--- config.mk ---
export PLATFORM = sky130hd
export DESIGN_NAME = issue_steer_reg_flat
export DESIGN_NICKNAME = d
export VERILOG_FILES = /design/src/rtl/issue_steer_if.sv /design/src/rtl/issue_steer_reg.sv /design/src/flat_wrapper.sv
export SDC_FILE = /design/constraint.sdc
export NUM_CORES = 1
export LEC_CHECK = 0
export ABC_AREA = 1
export CORE_AREA = 2 2 306 308
export CTS_CLUSTER_SIZE = 10
export DETAILED_ROUTE_END_ITERATION = 8
export DIE_AREA = 0 0 308 310
export HOLD_SLACK_MARGIN = 0.15
export PLACE_DENSITY = 0.54
export SLEW_MARGIN = 20
export SYNTH_ARGS = -nofsm -noshare
export SYNTH_HDL_FRONTEND = slang
export SYNTH_SLANG_ARGS = --single-unit
--- constraint.sdc ---
create_clock -name clk -period 3.2 [get_ports clk]
set_clock_uncertainty 0.15 [all_clocks]
set_input_delay 0.32 -clock clk [delete_from_list [all_inputs] [get_ports clk]]
set_output_delay 0.32 -clock clk [all_outputs]
set_load 0.02 [all_outputs]
--- src/rtl/issue_steer_if.sv ---
// ---------------------------------------------------------------------------
// issue_steer_if
// Bundle-in / lanes-out connection of the issue-to-EXE steering register.
//   in_valid   [LANES]       per-slot valid of the offered bundle
//   in_special [LANES]       per-slot special-class (mem/div) flag
//   in_data    [LANES*DW]    per-slot payload, slot i at [i*DW +: DW]
//   in_ready                 bundle fully consumed this cycle
//   out_valid  [LANES]       per-lane valid to EXE
//   out_data   [LANES*DW]    per-lane payload
//   out_slot   [LANES*SW]    original slot index of each lane
//   out_age    [LANES*SW]    program-order rank within issued group
//   out_split                issued group is not the first of its bundle
// master = issue side / testbench, slave = steering register.
// ---------------------------------------------------------------------------
interface issue_steer_if #(
  parameter int LANES = 2,
  parameter int DW    = 192,
  parameter int SW    = $clog2(LANES)
);
  logic [LANES-1:0]    in_valid;
  logic [LANES-1:0]    in_special;
  logic [LANES*DW-1:0] in_data;
  logic                in_ready;
  logic [LANES-1:0]    out_valid;
  logic [LANES*DW-1:0] out_data;
  logic [LANES*SW-1:0] out_slot;
  logic [LANES*SW-1:0] out_age;
  logic                out_split;

  modport master (
    output in_valid, in_special, in_data,
    input  in_ready, out_valid, out_data, out_slot, out_age, out_split
  );

  modport slave (
    input  in_valid, in_special, in_data,
    output in_ready, out_valid, out_data, out_slot, out_age, out_split
  );
endinterface

--- src/rtl/issue_steer_reg.sv ---
// ---------------------------------------------------------------------------
// issue_steer_reg
// Issue-to-EXE pipeline register with lane steering. Each cycle it issues
// the oldest remaining slots of the bundle up to (not including) the second
// remaining special instruction, places the special on SPECIAL_LANE and the
// others on the remaining lanes in program order, and tags each lane with
// its source slot and age. Bundles with several specials drain over several
// cycles; in_ready marks the cycle the last group leaves.
//
// Ports:
//   clk    clock
//   rst    synchronous reset, active-high (dominates flush/stall)
//   flush  discard current bundle and invalidate outputs
//   stall  hold outputs and internal state
//   bus    issue_steer_if.slave (bundle in, lanes out, in_ready)
//
// Build option:
//   ISSUE_STEER_ZERO_INVALID_EN  force out_data of lanes loaded invalid to 0
// ---------------------------------------------------------------------------
module issue_steer_reg #(
  parameter int LANES        = 2,
  parameter int DW           = 192,
  parameter int SPECIAL_LANE = 1,
  parameter int SW           = $clog2(LANES)
) (
  input  logic          clk,
  input  logic          rst,
  input  logic          flush,
  input  logic          stall,
  issue_steer_if.slave  bus
);

  // FIRST: nothing of the current bundle issued yet; CONT: mid-split.
  typedef enum logic {FIRST, CONT} state_t;

  state_t              state_q, state_d;
  logic [LANES-1:0]    done_q, done_d;

  logic [LANES-1:0]    rem;
  logic [LANES-1:0]    grp;
  logic                grp_final;
  logic                seen_special;
  logic                stop_scan;

  logic [LANES-1:0]    lane_vld;
  logic [SW-1:0]       lane_src [LANES];
  logic [SW-1:0]       lane_age [LANES];
  logic [DW-1:0]       lane_data [LANES];

  logic [LANES-1:0]    out_valid_q;
  logic [LANES*DW-1:0] out_data_q;
  logic [LANES*SW-1:0] out_slot_q;
  logic [LANES*SW-1:0] out_age_q;
  logic                out_split_q;

  // -------------------------------------------------------------------------
  // Group selection: scan remaining slots oldest first, stop at the second
  // special so each issued group carries at most one.
  // -------------------------------------------------------------------------
  always_comb begin
    // NOTE: every always_comb output gets a default before any branch,
    // otherwise paths that skip an assignment infer a latch.
    rem          = bus.in_valid & ~done_q;
    grp          = '0;
    seen_special = 1'b0;
    stop_scan    = 1'b0;
    for (int i = 0; i < LANES; i++) begin
      if (rem[i] && !stop_scan) begin
        if (bus.in_special[i]) begin
          if (seen_special) begin
            stop_scan = 1'b1;
          end else begin
            seen_special = 1'b1;
            grp[i]       = 1'b1;
          end
        end else begin
          grp[i] = 1'b1;
        end
      end
    end
    grp_final = (grp == rem);
  end

  // -------------------------------------------------------------------------
  // Placement: special to SPECIAL_LANE, others fill ascending lanes and skip
  // SPECIAL_LANE only when the group actually holds a special.
  // -------------------------------------------------------------------------
  always_comb begin : place
    int rank;
    int ptr;
    rank     = 0;
    ptr      = 0;
    lane_vld = '0;
    for (int l = 0; l < LANES; l++) begin
      lane_src[l] = '0;
      lane_age[l] = '0;
    end
    for (int i = 0; i < LANES; i++) begin
      if (grp[i]) begin
        if (bus.in_special[i]) begin
          lane_vld[SPECIAL_LANE] = 1'b1;
          lane_src[SPECIAL_LANE] = SW'(i);
          lane_age[SPECIAL_LANE] = SW'(rank);
        end else begin
          if (seen_special && ptr == SPECIAL_LANE) ptr++;
          if (ptr < LANES) begin
            lane_vld[ptr] = 1'b1;
            lane_src[ptr] = SW'(i);
            lane_age[ptr] = SW'(rank);
          end
          ptr++;
        end
        rank++;
      end
    end
  end

  always_comb begin
    for (int l = 0; l < LANES; l++) begin
`ifdef ISSUE_STEER_ZERO_INVALID_EN
      lane_data[l] = lane_vld[l] ? bus.in_data[int'(lane_src[l])*DW +: DW] : '0;
`else
      lane_data[l] = bus.in_data[int'(lane_src[l])*DW +: DW];
`endif
    end
  end

  // -------------------------------------------------------------------------
  // Bundle tracking FSM (next state) and upstream handshake.
  // -------------------------------------------------------------------------
  always_comb begin
    state_d = state_q;
    done_d  = done_q;
    if (flush) begin
      state_d = FIRST;
      done_d  = '0;
    end else if (!stall) begin
      if (grp_final) begin
        state_d = FIRST;
        done_d  = '0;
      end else begin
        state_d = CONT;
        done_d  = done_q | grp;
      end
    end
  end

  assign bus.in_ready = flush | (~stall & grp_final);

  // -------------------------------------------------------------------------
  // Registers
  // -------------------------------------------------------------------------
  always_ff @(posedge clk) begin
    // NOTE: sequential state uses non-blocking assignments so every register
    // samples pre-edge values regardless of statement order.
    if (rst) begin
      state_q     <= FIRST;
      done_q      <= '0;
      out_valid_q <= '0;
      // NOTE: the wide payload register is reset too, so EXE never sees
      // stale control bits from before reset.
      out_data_q  <= '0;
      out_slot_q  <= '0;
      out_age_q   <= '0;
      out_split_q <= 1'b0;
    end else begin
      state_q <= state_d;
      done_q  <= done_d;
      if (flush) begin
        out_valid_q <= '0;
        out_slot_q  <= '0;
        out_age_q   <= '0;
        out_split_q <= 1'b0;
`ifdef ISSUE_STEER_ZERO_INVALID_EN
        out_data_q  <= '0;
`endif
      end else if (!stall) begin
        out_valid_q <= lane_vld;
        out_split_q <= (state_q == CONT);
        for (int l = 0; l < LANES; l++) begin
          out_data_q[l*DW +: DW] <= lane_data[l];
          out_slot_q[l*SW +: SW] <= lane_src[l];
          out_age_q[l*SW +: SW]  <= lane_age[l];
        end
      end
    end
  end

  assign bus.out_valid = out_valid_q;
  assign bus.out_data  = out_data_q;
  assign bus.out_slot  = out_slot_q;
  assign bus.out_age   = out_age_q;
  assign bus.out_split = out_split_q;

endmodule
--- src/flat_wrapper.sv ---
// flat-port wrapper written by rule: the top's interface ports become plain ports
module issue_steer_reg_flat 
#(
  parameter int LANES        = 2,
  parameter int DW           = 192,
  parameter int SPECIAL_LANE = 1,
  parameter int SW           = $clog2(LANES)
)
  (clk, rst, flush, stall, bus_in_valid, bus_in_special, bus_in_data, bus_in_ready, bus_out_valid, bus_out_data, bus_out_slot, bus_out_age, bus_out_split);
  issue_steer_if #(.LANES(LANES), .DW(DW), .SW(SW)) bus_i ();
  input  logic clk;
  input  logic rst;
  input  logic flush;
  input  logic stall;
  input wire logic [$bits(bus_i.in_valid)-1:0] bus_in_valid;
  input wire logic [$bits(bus_i.in_special)-1:0] bus_in_special;
  input wire logic [$bits(bus_i.in_data)-1:0] bus_in_data;
  output wire logic [$bits(bus_i.in_ready)-1:0] bus_in_ready;
  output wire logic [$bits(bus_i.out_valid)-1:0] bus_out_valid;
  output wire logic [$bits(bus_i.out_data)-1:0] bus_out_data;
  output wire logic [$bits(bus_i.out_slot)-1:0] bus_out_slot;
  output wire logic [$bits(bus_i.out_age)-1:0] bus_out_age;
  output wire logic [$bits(bus_i.out_split)-1:0] bus_out_split;
  assign bus_i.in_valid = bus_in_valid;
  assign bus_i.in_special = bus_in_special;
  assign bus_i.in_data = bus_in_data;
  assign bus_in_ready = bus_i.in_ready;
  assign bus_out_valid = bus_i.out_valid;
  assign bus_out_data = bus_i.out_data;
  assign bus_out_slot = bus_i.out_slot;
  assign bus_out_age = bus_i.out_age;
  assign bus_out_split = bus_i.out_split;
  issue_steer_reg #(.LANES(LANES), .DW(DW), .SPECIAL_LANE(SPECIAL_LANE), .SW(SW)) u_core (.clk(clk), .rst(rst), .flush(flush), .stall(stall), .bus(bus_i));
endmodule
==> results of run 1 <==
## through the flow
stage	util	area, um2
floorplan	-	20730
global placement	0.3189	29490
detailed placement	0.3189	29490
CTS	0.3387	31330
global route	0.3392	31370
finish	0.3393	31380
## per-layer routing
metal / wire [um] / GRT usage / vias up / share of wire
met5: 161 / 0 / - / 0.0016
met2: 47710 / 0.3384 / 1026 / 0.47
met1: 40670 / 0.2417 / 11040 / 0.40
met4: 3304 / 0.07635 / 24 / 0.032
li1: - / - / 11890 / -
met3: 10120 / 0.06784 / 171 / 0.099
## power groups by stage
| stage | sequential (W) | combinational, W | clock [W] |
|---|---|---|---|
| 6_report | 0.00545 | 0.00356 | 0.00620 |
| 5_1_grt | 0.00548 | 0.00387 | 0.00655 |
| 4_1_cts | 0.00545 | 0.00358 | 0.00640 |
| 3_5_place_dp | 0.00556 | 0.00355 | 0 |
| 3_3_place_gp | 0.00555 | 0.00354 | 0 |
| 2_1_floorplan | 0.00592 | 0.00137 | 0 |
## area by class of cell
cell class	instances	area, um2	share of cell area
antenna	11	27.53	0.0008771
clock buffer	74	1515	0.04828
clock inverter	14	230.2	0.007336
inverter	393	1475	0.04701
multi-input combinational	2342	10100	0.3218
sequential	394	7888	0.2513
tap	1197	1498	0.04772
timing repair buffer	845	8651	0.2757
## flip-flops by register name (all words and copies together) (netlist names)
name	cells
u_core.bus.out_age	2
u_core.done_q	2
u_core.state_q	1
u_core.bus.out_data	384
u_core.bus.out_slot	2
u_core.bus.out_split	1
u_core.bus.out_valid	2
## final timing paths
kind                               to  slack (ps)  depth (start not counted)
max                      bus_in_ready         510                          5
min          u_core.bus.out_data[257]         210                          5
max reg2reg  u_core.bus.out_data[221]         980                          9
min reg2reg      u_core.bus.out_split         340                          2
## cell usage in the layout, fill, tap and decap left out, types with 5 or more instances in the layout
cell,count
clkdlybuf4s50_1,782
o21ai_0,6
bufinv_16,6
dfxtp_1,394
nand3_1,576
inv_1,392
diode_2,11
dlygate4sd3_1,9
clkbuf_1,10
nor2_1,773
a21oi_1,7
nand4_1,193
buf_4,28
clkbuf_8,11
clkbuf_16,53
clkinv_2,5
nand2_1,775
buf_12,24
## kinds of logic after synthesis
family | count (synthesis) | share of synthesized area
AOI/OAI and AO/OA | 15 | 0.003682
and+or+nand+nor | 2327 | 0.4812
buffers and inverters | 669 | 0.1346
DFF | 394 | 0.3805
## worst min-delay path: cells and delay by family
| family | cells | cell delay [ps] |
|---|---|---|
| buffers and inverters | 2 | 450 |
| AND/OR/NAND/NOR | 3 | 190 |
## timing repair
action                                  4_1_cts  5_1_grt
setup buffers                                 0        0
hold endpoints to repair                     60        0
endpoints found under the setup margin        0        0
hold buffers                                  9        0
==> flow_metrics.py, run 1 <==
metrics = {
    "timing": {
        "finalHoldViolations": 0,
        "setup_ws_ps": 510.6,
        "fin_crit_sh": 0.8404,
        "slew_viol_final": 0,
        "relSlewSlack": 0.2842,
        "rsz0062_at_grt": "no",
        "worst_pin_slew_ps": 1074,
        "whs_ps": 209.9,
        "fin_tns_setup_ps": 0,
        "min_period_ps": 2689,
        "setup_violations": 0,
        "max_freq_mhz": 371.8,
    },
    "yosys": {
        "synth.avg_cell_area_um2": 6.088,
        "yosys-top-cells-area": "dfxtp_1 38%, nand2_1 14%, nor2_1 14%, nand3_1 14%, inv_1 7.1%",
        "yosys.area.top_type": "dfxtp_1",
        "synth_nets": 3797,
        "synth-seq-cells": 394,
        "synth_edf_count": 0,
        "yosysMostFrequentCell": "nand2_1",
        "yosysWarnings": 0,
        "postSynth.asyncResetShare": 0,
        "synth_cell_types": 19,
        "synthCells": 3405,
        "synth_commonest_cells": "777 x nand2_1, 774 x nor2_1, 576 x nand3_1, 394 x dfxtp_1, 392 x inv_1",
        "synth_top_area_frac": 0.3805,
        "yosysSeqAreaShare": 0.3805,
        "synth_top_flop_cell": "dfxtp_1",
        "syn_area_um2": 20730,
    },
    "drt": {
        "drt-pass1-iter-count": 5,
        "dr.first_iter.drc_count": 2295,
        "viasPerCell": 4.583,
        "routed_wl_mm": 102.0,
        "antenna_left": 0,
        "dr_total_vias": 24150,
        "wl_per_cell_um": 19.35,
        "drc": 0,
    },
    "floorplan": {
        "die_w_um": 308,
        "row_count": 112,
        "die_h_um": 310,
        "fp.coreArea_um2": 92490,
        "die-area_um2": 95480,
        "io_pins": 784,
        "start_util": 0.2241,
    },
    "clocking": {
        "clk_latency_ps": 630,
        "ctsResizeCount": 0,
        "cts.sink_count": 394,
        "clkTransAtPathRegs_ps": 60,
        "cts_buffers": 52,
        "h-tree-depth": 2,
        "cts-root-buf": "clkbuf_16",
        "cts_tree": "done",
        "clockBufferDepth": 3,
    },
    "power": {
        "clkPwrFrac": 0.408,
        "p_total_w": 0.01521,
        "power_frac_comb": 0.234,
        "switchingPower_w": 0.004681,
        "switching_share": 0.3078,
        "powerDensity_nw_per_um2": 484.5,
        "vdd_drop_max_uv": 355.6,
        "leakagePower_nw": 14.91,
        "internal_power_w": 0.01053,
        "seqPwrFrac": 0.358,
    },
    "worst_setup_path": {
        "slowest_stage": "clkdlybuf4s50_1",
        "endpoint_kind": "output port",
        "worstPathMaxFanout": 4,
        "startpoint": "u_core.done_q[0]",
        "path_buf_inv": 2,
        "crit_required_ps": 2730,
        "r2r-start": "u_core.done_q[0]",
        "crit_family": "buffers and inverters",
        "cp-start-kind": "flop",
        "slowest_delay_ps": 600,
        "worstPathArrival_ps": 2220,
        "criticalPathCategory": "reg2out",
        "crit_chain": "inv_1 > nand3_4 > o21ai_1 > nand2_1 > clkdlybuf4s50_1",
    },
    "global_routing": {
        "grt_pass1_wl_mm": 147.9,
        "grt_max_degree": 156,
        "grt_pass1_vias": 22390,
        "grtUsageTotal": 0.2031,
        "grt_overflow": 0,
        "grt_antenna_before_repair": 23,
    },
    "run": {
        "maxCapViolations": 0,
    },
    "placed_design": {
        "port_buffers": 783,
        "dp_hpwl_mm": 69.08,
        "gp_congestion": 0.8493,
        "dp_worst_setup_slack_ps": 437.8,
        "place_inst": 5161,
    },
    "worst_hold_path": {
        "holdCritPathClass": "in2reg",
        "hp-start": "bus_in_data[65]",
    },
    "final_layout": {
        "syn2layout_area_growth_pct": 51.39,
        "fillers": 9978,
        "layout-drive-gt1-share": 0.03471,
        "final_cells": 5270,
        "final_nets": 4420,
    },
    "status": {
        "outcome": "finished clean",
    },
}
(Power assumes the default switching activity.)
==> run 2: changes to the inputs <==
CORE_AREA = 2 2 310 312   (was 2 2 306 308)
DIE_AREA = 0 0 312 314   (was 0 0 308 310)
PLACE_DENSITY = 0.53   (was 0.54)
clock period = 2.5 ns   (was 3.2 ns; I/O delays follow)
==> run 2 against run 1 <==
Compared with the run above: clock-buffer cell count increased by 5; design area rose by 8.9%; sequential power increased by 28%; highest routed layer unchanged; flip-flop and latch count unchanged.
==> flow_metrics.py, run 2 (same netlist as run 1, synthesis figures left out) <==
metrics = {
    "status": {
        "outcome": "finished clean",
    },
    "timing": {
        "finalHoldViolations": 0,
        "slew_viol_final": 0,
        "worst_pin_slew_ps": 548.4,
        "min_period_ps": 2388,
        "setup_ws_ps": 111.9,
        "setup_violations": 0,
        "fin_crit_sh": 0.9552,
        "max_freq_mhz": 418.8,
        "relSlewSlack": 0.6333,
        "fin_tns_setup_ps": 0,
    },
    "clocking": {
        "cts_tree": "done",
        "clkTransAtPathRegs_ps": 60,
        "clk_latency_ps": 630,
        "cts-root-buf": "clkbuf_16",
        "h-tree-depth": 2,
        "cts_buffers": 52,
        "clockBufferDepth": 3,
        "cts.sink_count": 394,
    },
    "drt": {
        "drt-pass1-iter-count": 6,
        "viasPerCell": 4.533,
        "dr_total_vias": 25380,
        "routed_wl_mm": 106.2,
        "wl_per_cell_um": 18.97,
        "antenna_left": 0,
        "drc": 0,
        "dr.first_iter.drc_count": 2003,
    },
    "final_layout": {
        "final_cells": 5598,
        "syn2layout_area_growth_pct": 64.90,
        "utilization": 0.3619,
        "largest_reg_flops": 384,
        "fillers": 10160,
        "final_cell_mix": "778 x clkdlybuf4s50_1, 775 x nand2_1, 773 x nor2_1, 576 x nand3_1, 394 x dfxtp_1",
        "final_common_cell": "clkdlybuf4s50_1",
        "layout-drive-gt1-share": 0.04412,
        "final_nets": 4687,
        "regArea_um2": 7888,
        "multiInputGateArea_um2": 10100,
    },
    "floorplan": {
        "die_h_um": 314,
        "row_count": 113,
        "start_util": 0.2195,
        "io_pins": 784,
        "die_w_um": 312,
        "die-area_um2": 97970,
        "fp.coreArea_um2": 94450,
    },
    "worst_setup_path": {
        "r2r-start": "u_core.done_q[1]",
        "endpoint_kind": "flop",
        "worstPathArrival_ps": 2760,
        "startpoint": "u_core.done_q[1]",
        "crit_required_ps": 2870,
        "cp-start-kind": "flop",
        "r2r_cells": 11,
        "worstPathMaxFanout": 44,
        "criticalPathCategory": "reg2reg",
    },
    "power": {
        "power_frac_comb": 0.259,
        "leakagePower_nw": 16.02,
        "switchingPower_w": 0.006084,
        "internal_power_w": 0.01330,
        "clkPwrFrac": 0.381,
        "vdd_drop_max_uv": 421.9,
        "seqPwrFrac": 0.360,
        "switching_share": 0.3138,
        "powerDensity_nw_per_um2": 567.1,
    },
    "global_routing": {
        "grt_overflow": 0,
        "grt_pass1_wl_mm": 154.7,
        "grtUsageTotal": 0.2055,
        "grt_antenna_before_repair": 19,
        "grt_max_degree": 79,
        "grt_pass1_vias": 23950,
    },
    "worst_hold_path": {
        "min_path_cells": 5,
        "hp-start": "bus_in_data[310]",
        "holdCritPathClass": "in2reg",
    },
    "placed_design": {
        "dp_hpwl_mm": 75.74,
        "dp_worst_setup_slack_ps": 213.7,
        "place_inst": 5277,
        "port_buffers": 783,
        "gp_congestion": 0.8338,
    },
    "run": {
        "maxCapViolations": 0,
    },
}
run 2: cell count changes in the layout (fill, tap and decap cells not counted), sizes merged:
| cell | change |
|---|---|
| diode | -7 |
| clkbuf | +6 |
| buf | +53 |
| clkinv | -1 |
| clkinvlp | +1 |
| dlygate4sd3 | +217 |
| bufinv | -5 |
| clkdlybuf4s50 | -4 |
run 2: final cells by class:
| class | count | area share |
|---|---|---|
| Timing Repair Buffer | 1112 | 0.3368 |
| Multi-Input combinational cell | 2342 | 0.2954 |
| Sequential cell | 394 | 0.2307 |
| Tap cell | 1265 | 0.04630 |
| Clock buffer | 79 | 0.04487 |
| Inverter | 393 | 0.04315 |
| Clock inverter | 9 | 0.002416 |
| Antenna cell | 4 | 0.0002928 |
run 2: repair_timing:
item                                   4_1_cts  5_1_grt
setup endpoints to repair                    0        4
buffers inserted                             0        2
gates resized for setup                      0        3
endpoints found under the hold margin      282        0
hold buffers                               226        0
run 2: worst max-delay path, stage by stage, from the launching register on:
cell and delay (ps):
dfxtp_1 330, inv_1 70, nand2_1 100, nor2_4 210, nand2_4 120, buf_12 190
buf_4 230, nand2_1 60, nand3_1 70, dlygate4sd3_1 580, nand2_1 60, inv_1 30
run 2: power by group through the flow:
stage                     clock, W  combinational [W]  sequential, W
after floorplan                  0            0.00175        0.00757
after global placement           0            0.00470        0.00711
after detailed placement         0            0.00470        0.00712
after CTS                  0.00762            0.00502        0.00698
after global routing       0.00782            0.00542        0.00702
final                      0.00739            0.00501        0.00698
run 2: metrics by stage:
stage | instance area (um2) | total power [W] | hold WS [ps]
floorplan | 20730 | 0.009326 | 192.9
global placement | 30240 | 0.01181 | 301.1
detailed placement | 30240 | 0.01181 | 316.4
CTS | 34120 | 0.01963 | 150.3
global route | 34180 | 0.02026 | 184.1
finish | 34180 | 0.01939 | 194.5
run 2: metal layers:
metal	GRT usage	up-vias	part of all wire
met3	0.06219	203	0.092
met1	0.2445	11620	0.40
met4	0.1107	28	0.055
li1	-	12430	-
met2	0.3320	1104	0.45
met5	0	-	0.0017
run 2: worst paths after layout:
path                                                  to  slack [ps]
worst max-delay path            u_core.bus.out_data[181]         110
worst min-delay path            u_core.bus.out_data[310]         190
worst max register to register  u_core.bus.out_data[181]         110
worst min register to register      u_core.bus.out_split         310
